<file path="config.mk">
export PLATFORM = sky130hd
export DESIGN_NAME = interval_timer_bank
export DESIGN_NICKNAME = d
export VERILOG_FILES = /design/src/rtl/traffic_pkg.sv /design/src/rtl/tick_prescaler.sv /design/src/rtl/interval_timer_bank.sv
export SDC_FILE = /design/constraint.sdc
export NUM_CORES = 1
export LEC_CHECK = 0
export CAP_MARGIN = 20
export CELL_PAD_IN_SITES_DETAIL_PLACEMENT = 0
export CELL_PAD_IN_SITES_GLOBAL_PLACEMENT = 2
export CORE_MARGIN = 1
export CORE_UTILIZATION = 39
export CTS_BUF_LIST = sky130_fd_sc_hd__clkbuf_8 sky130_fd_sc_hd__clkbuf_16
export DETAILED_ROUTE_END_ITERATION = 8
export GPL_TIMING_DRIVEN = 0
export PLACE_DENSITY_LB_ADDON = 0.1
export SLEW_MARGIN = 10
export SYNTH_ARGS = -nofsm -noshare
export SYNTH_HDL_FRONTEND = slang
export SYNTH_HIERARCHICAL = 1
export SYNTH_SLANG_ARGS = --single-unit
</file>
<file path="constraint.sdc">
create_clock -name clk -period 1.7 [get_ports clk]
set_input_delay 0.255 -clock clk [delete_from_list [all_inputs] [get_ports clk]]
set_output_delay 0.255 -clock clk [all_outputs]
set_load 0.1 [all_outputs]
</file>
<file path="src/rtl/traffic_pkg.sv">
// Shared types and defaults for the traffic-light timing path.
// Provides the timer FSM states and the reset interval constants.
package traffic_pkg;

  typedef enum logic {
    IDLE,
    COUNT
  } timer_state_e;

  localparam int DEF_NUM_PARAMS = 4;
  localparam int DEF_VAL_W      = 4;
  localparam int DEF_TICK_DIV   = 1;

  localparam logic [DEF_VAL_W-1:0] DEF_RED    = 4'd9;
  localparam logic [DEF_VAL_W-1:0] DEF_GREEN  = 4'd6;
  localparam logic [DEF_VAL_W-1:0] DEF_YELLOW = 4'd3;
  localparam logic [DEF_VAL_W-1:0] DEF_ALL    = 4'd2;

  localparam logic [DEF_NUM_PARAMS*DEF_VAL_W-1:0]
    DEF_INTERVALS = {DEF_RED, DEF_GREEN, DEF_YELLOW, DEF_ALL};

endpackage

</file>
<file path="src/rtl/tick_prescaler.sv">
// Divides clk into one-cycle ticks every TICK_DIV enabled cycles.
// Ports: clk, rst_n (async low), clear, enable -> tick.
module tick_prescaler #(
  parameter int TICK_DIV = 1,
  parameter int W        = $clog2(TICK_DIV + 1)
) (
  input  logic clk,
  input  logic rst_n,
  input  logic clear,
  input  logic enable,
  output logic tick
);

  logic [W-1:0] cnt;

  assign tick = enable && (cnt == W'(TICK_DIV - 1));

  always_ff @(posedge clk or negedge rst_n) begin
    if (!rst_n) begin
      cnt <= '0;
    end else if (clear || tick) begin
      cnt <= '0;
    end else if (enable) begin
      cnt <= cnt + W'(1);
    end
  end

endmodule

</file>
<file path="src/rtl/interval_timer_bank.sv">
// Shadow-buffered interval bank plus prescaled countdown for the traffic FSM.
// Ports: programming (selector/value/strobe), FSM start/select, timer status.
module interval_timer_bank
  import traffic_pkg::*;
#(
  parameter int NUM_PARAMS = DEF_NUM_PARAMS,
  parameter int VAL_W      = DEF_VAL_W,
  parameter int SEL_W      = $clog2(NUM_PARAMS),
  parameter logic [NUM_PARAMS*VAL_W-1:0]
                DEFAULT_VALUES = DEF_INTERVALS,
  parameter int TICK_DIV   = DEF_TICK_DIV
) (
  input  logic             clk,
  input  logic             global_reset_n,
  input  logic [SEL_W-1:0] time_param_selector,
  input  logic [VAL_W-1:0] input_time_value,
  input  logic             reprogram,
  input  logic [SEL_W-1:0] fsm_requested_interval,
  input  logic             start_timer,
  output logic [VAL_W-1:0] output_time_value,
  output logic [VAL_W-1:0] remaining,
  output logic             busy,
  output logic             expired,
  output logic             reprogram_pending,
  output logic             program_error
);

  timer_state_e state_q, state_d;

  logic [VAL_W-1:0] active_q [NUM_PARAMS];
  logic [VAL_W-1:0] shadow_q [NUM_PARAMS];
  logic [NUM_PARAMS-1:0] pend_q;

  logic [VAL_W-1:0] rem_d;
  logic [VAL_W-1:0] act_val;
  logic [VAL_W-1:0] eff_val;
  logic busy_d;
  logic exp_d;
  logic load;
  logic tick;
  logic wr_ok;
  logic req_ok;

  assign wr_ok = reprogram
              && (input_time_value != '0)
              && (int'(time_param_selector) < NUM_PARAMS);
  assign req_ok = int'(fsm_requested_interval) < NUM_PARAMS;
  assign reprogram_pending = |pend_q;

  // A pending shadow value is what IDLE commits on this edge,
  // so a start here must see it rather than the stale active copy.
  always_comb begin
    act_val = '0;
    eff_val = '0;
    if (req_ok) begin
      act_val = active_q[fsm_requested_interval];
      eff_val = pend_q[fsm_requested_interval]
              ? shadow_q[fsm_requested_interval]
              : active_q[fsm_requested_interval];
    end
  end

  tick_prescaler #(
    .TICK_DIV(TICK_DIV)
  ) u_prescaler (
    .clk   (clk),
    .rst_n (global_reset_n),
    .clear (load),
    .enable(state_q == COUNT),
    .tick  (tick)
  );

  always_comb begin
    state_d = state_q;
    rem_d   = remaining;
    busy_d  = busy;
    exp_d   = 1'b0;
    load    = 1'b0;
    unique case (state_q)
      IDLE: begin
        if (start_timer && req_ok) begin
          load    = 1'b1;
          rem_d   = eff_val;
          busy_d  = 1'b1;
          state_d = COUNT;
        end
      end
      COUNT: begin
        // Restart takes priority over a coincident final tick.
        if (start_timer && req_ok) begin
          load  = 1'b1;
          rem_d = act_val;
        end else if (tick) begin
          if (remaining == VAL_W'(1)) begin
            rem_d   = '0;
            busy_d  = 1'b0;
            exp_d   = 1'b1;
            state_d = IDLE;
          end else begin
            rem_d = remaining - VAL_W'(1);
          end
        end
      end
      default: state_d = IDLE;
    endcase
  end

  always_ff @(posedge clk or negedge global_reset_n) begin
    if (!global_reset_n) begin
      state_q   <= IDLE;
      remaining <= '0;
      busy      <= 1'b0;
      expired   <= 1'b0;
    end else begin
      state_q   <= state_d;
      remaining <= rem_d;
      busy      <= busy_d;
      expired   <= exp_d;
    end
  end

  always_ff @(posedge clk or negedge global_reset_n) begin
    if (!global_reset_n) begin
      for (int i = 0; i < NUM_PARAMS; i++) begin
        active_q[i] <= DEFAULT_VALUES[i*VAL_W +: VAL_W];
        shadow_q[i] <= DEFAULT_VALUES[i*VAL_W +: VAL_W];
      end
      pend_q            <= '0;
      program_error     <= 1'b0;
      output_time_value <= DEFAULT_VALUES[VAL_W-1:0];
    end else begin
      program_error <= reprogram && !wr_ok;
      if (req_ok) begin
        output_time_value <= act_val;
      end
      for (int i = 0; i < NUM_PARAMS; i++) begin
        if ((state_q == IDLE) && pend_q[i]) begin
          active_q[i] <= shadow_q[i];
          pend_q[i]   <= 1'b0;
        end
        // A new write re-arms pend even if this edge committed.
        if (wr_ok && (int'(time_param_selector) == i)) begin
          shadow_q[i] <= input_time_value;
          pend_q[i]   <= 1'b1;
        end
      end
    end
  end

endmodule

</file>
==> metrics <==
register area share after synthesis=0.540; Via density=5.25; number of synthesis warnings=6; Placement Cell Area=0.00263 sq mm; final worst path period share=0.997; endpoint of the worst hold path=u_prescaler/cnt; Rows=27; dpl cells=271; CP max FO=5; H-tree Lvls=2; R2R setup slack=0.09 ns; Worst-path clk slew=0.09 ns; min-delay src=start_timer; crit path DAT=1.44 ns; Mapped Avg Cell Area=13.0 sq um; CP Launch Type=register; worst-case clock buffer depth=2; Finished Cell Area=0.00281 sq mm; wire per inst=16.7 microns; Final nets=225; Hold Crit Class=in -> reg; Die Span Y=78.9 microns; largest net degree at the start of global routing=31; hold depth=2; Max Slew Vio Count=0; Critical Path Max Stage Delay=0.54 ns; initial antenna violation count=0; post-synthesis register bit count=49; unrepaired setup endpoints after global routing=true; Unique masters post-synth=36; GRT overflow=0; Root Driver=clkbuf_8; critical path type=reg -> out; Max rail drop VDD=0.00106 V; Max transition margin=0.635; first-pass GRT wire length=7710 microns; CTS sink count=49; Filler Cells Inserted=515; worst skew pair latency=0.30 ns; Overall Global Routing Usage=0.167; Synth area leaders=dfrtp_1 37%, dfstp_2 17%, mux2_2 12%, mux4_1 6.8%, nand2_1 5.4%; Fin. Hold Viols=0; area growth from synthesis to layout=21.7%; CTS buffer count=5; antenna violation net count after detailed routing=0; via count=1,480; TritonCTS clock tree=done; Max-Cap Viols=0; Setup violations, final=0; synthesized instance count=177; DRT Pass-1 Iters=4; reg2reg end=remaining[3]; vias in the first global route=1,444; DR DRC count=0; share of cells above drive strength 1=0.424; status=complete, no violations; Syn Nets=193; routability cong.=0.759; Pleak=1.24 nW; PortBufs=21; clk_skew=0.00754 ns; hpwl dp=3480 microns; RR Startpoint=pend_q[1]; R2R cell count=4; diode count=0; final non-filler cell total=282; Cell Pwr Density=1780 mW/mm^2; Worst-Margin Slew=0.549 ns; Req. time, crit path=1.44 ns; CP Capture Type=primary output; crit path cell chain=or4_4 -> buf_12; DRT iter0 DRCs=26; Tmin final=1.70 ns; num ports=24; Die W=78.9 microns; most area-hungry cell type in the Yosys netlist=dfrtp_1; core area=0.00561 sq mm; mapped cell area=0.00231 sq mm; crit path max-delay cell type=or4_4; f_max=590 MHz; Fin Hold WS=0.276 ns; post-synth top area share=0.369; Starting Density=0.411; Routed WL=4700 microns; Die ar.=0.00623 sq mm
worst max path at each step:
stage / from / endpoint / slack, ns
2_1_floorplan: remaining[0] / remaining[0] / 0.02
3_3_place_gp: global_reset_n / remaining[0] / -1.23
3_5_place_dp: start_timer / remaining[2] / -0.70
4_1_cts: pend_q[0] / reprogram_pending / -0.03
5_1_grt: pend_q[0] / reprogram_pending / -0.04
6_report: pend_q[1] / reprogram_pending / 0.004
synth_stat cells:
| master | count |
|---|---|
| o41a_2 | 1 |
| a2111oi_0 | 1 |
| a22o_1 | 1 |
| a211oi_1 | 2 |
| a21oi_1 | 3 |
| nand2b_1 | 1 |
| a221oi_1 | 2 |
| o21ai_0 | 1 |
| buf_6 | 1 |
| nand2_1 | 33 |
| nor3_1 | 3 |
| dfstp_2 | 15 |
| a221o_1 | 1 |
| mux2i_1 | 5 |
| mux4_1 | 6 |
| nor2_1 | 7 |
| or4_1 | 1 |
| nor3b_2 | 1 |
| and2_1 | 1 |
| inv_1 | 5 |
| o21a_1 | 1 |
| nor3b_1 | 3 |
| mux2_2 | 24 |
| a21o_1 | 3 |
| nand3_1 | 2 |
| nor2b_1 | 4 |
| buf_4 | 2 |
| nor4_1 | 1 |
| dfrtp_1 | 34 |
| ha_1 | 4 |
| a21o_2 | 1 |
| and2b_2 | 1 |
| mux4_2 | 3 |
| a31o_2 | 1 |
| clkbuf_1 | 1 |
| o31ai_1 | 1 |
metrics by stage:
step / setup slack (ns) / total power [W] / utilization / setup TNS, ns
3_5_place_dp: -0.705 / 0.00426 / 0.469 / -10.49
4_1_cts: -0.0289 / 0.00499 / 0.494 / -0.0289
5_1_grt: -0.0411 / 0.00530 / 0.501 / -0.0411
3_3_place_gp: -1.23 / 0.00421 / 0.467 / -49.06
6_report: 0.00442 / 0.00500 / 0.501 / 0
2_1_floorplan: 0.0249 / 0.00370 / - / 0
worst max-delay path, delay by kind of cell (launching register included):
family                 cells  cell delay [ns]
flip-flops                 1             0.42
AND/OR/NAND/NOR            1             0.54
buffers and inverters      1             0.18
logic make-up (layout without fill, tap and decap cells):
family | after synthesis | in the layout | share of synthesized area
adder cells (fa/ha/maj) | 4 | 4 | 0.0217
flip-flops | 49 | 49 | 0.540
AND/OR/NAND/NOR | 58 | 58 | 0.117
buffers and inverters | 9 | 42 | 0.0211
multiplexers | 38 | 38 | 0.236
AO/OA/AOI/OAI | 19 | 19 | 0.0640
state kept, by name, summed over array words and instances (netlist names):
| register | cells |
|---|---|
| u_prescaler/cnt | 1 |
| active_q | 16 |
| program_error | 1 |
| expired | 1 |
| shadow_q | 16 |
| pend_q | 4 |
| state_q | 1 |
| busy | 1 |
| remaining | 4 |
| output_time_value | 4 |
report_power, final:
| part | internal, W | switching [W] |
|---|---|---|
| Clock | 0.000368 | 0.000374 |
| Sequential | 0.00169 | 0.000298 |
| Combinational | 0.000828 | 0.00144 |
| Total | 0.00289 | 0.00211 |
what timing repair did:
action | 4_1_cts | 5_1_grt
setup endpoints to repair | 27 | 18
gates resized for setup | 43 | 13
hold endpoints to repair | 12 | 0
hold buffers | 1 | 0
setup buffers | 1 | 2
cell type report:
cell class | instances | area [sq um] | share of cell area
clock buffers | 7 | 96.3 | 0.0343
flip-flops and latches | 49 | 1260 | 0.447
clock inverters | 1 | 5.00 | 0.00178
inverters | 5 | 18.8 | 0.00668
plain buffers | 3 | 26.3 | 0.00935
multi-input cells | 119 | 1050 | 0.374
repair buffers | 26 | 267 | 0.0949
well taps | 72 | 90.1 | 0.0321
metal layers:
| layer | part of all wire | GRT usage | vias to the layer above |
|---|---|---|---|
| li1 | - | - | 705 |
| met1 | 0.45 | 0.222 | 736 |
| met2 | 0.50 | 0.277 | 32 |
| met4 | 0.012 | 0.0545 | 0 |
| met3 | 0.034 | 0.0276 | 7 |
| met5 | 0 | 0 | - |
cell usage in the layout (no fill, tap or decap), drive strengths merged, types with 2 or more instances in the layout:
master and instances:
a21oi 3, a221oi 2, nor3b 4, mux4 9, nand2 33, clkdlybuf4s15 9, mux2i 5, nor3 3
nand3 2, nor2 7, clkbuf 10, dfrtp 34, mux2 24, clkdlybuf4s50 6, a211oi 2, ha 4
dfstp 15, a21o 4, nor2b 4, inv 5, buf 9
No activity file was read; power rests on OpenSTA's default activity.
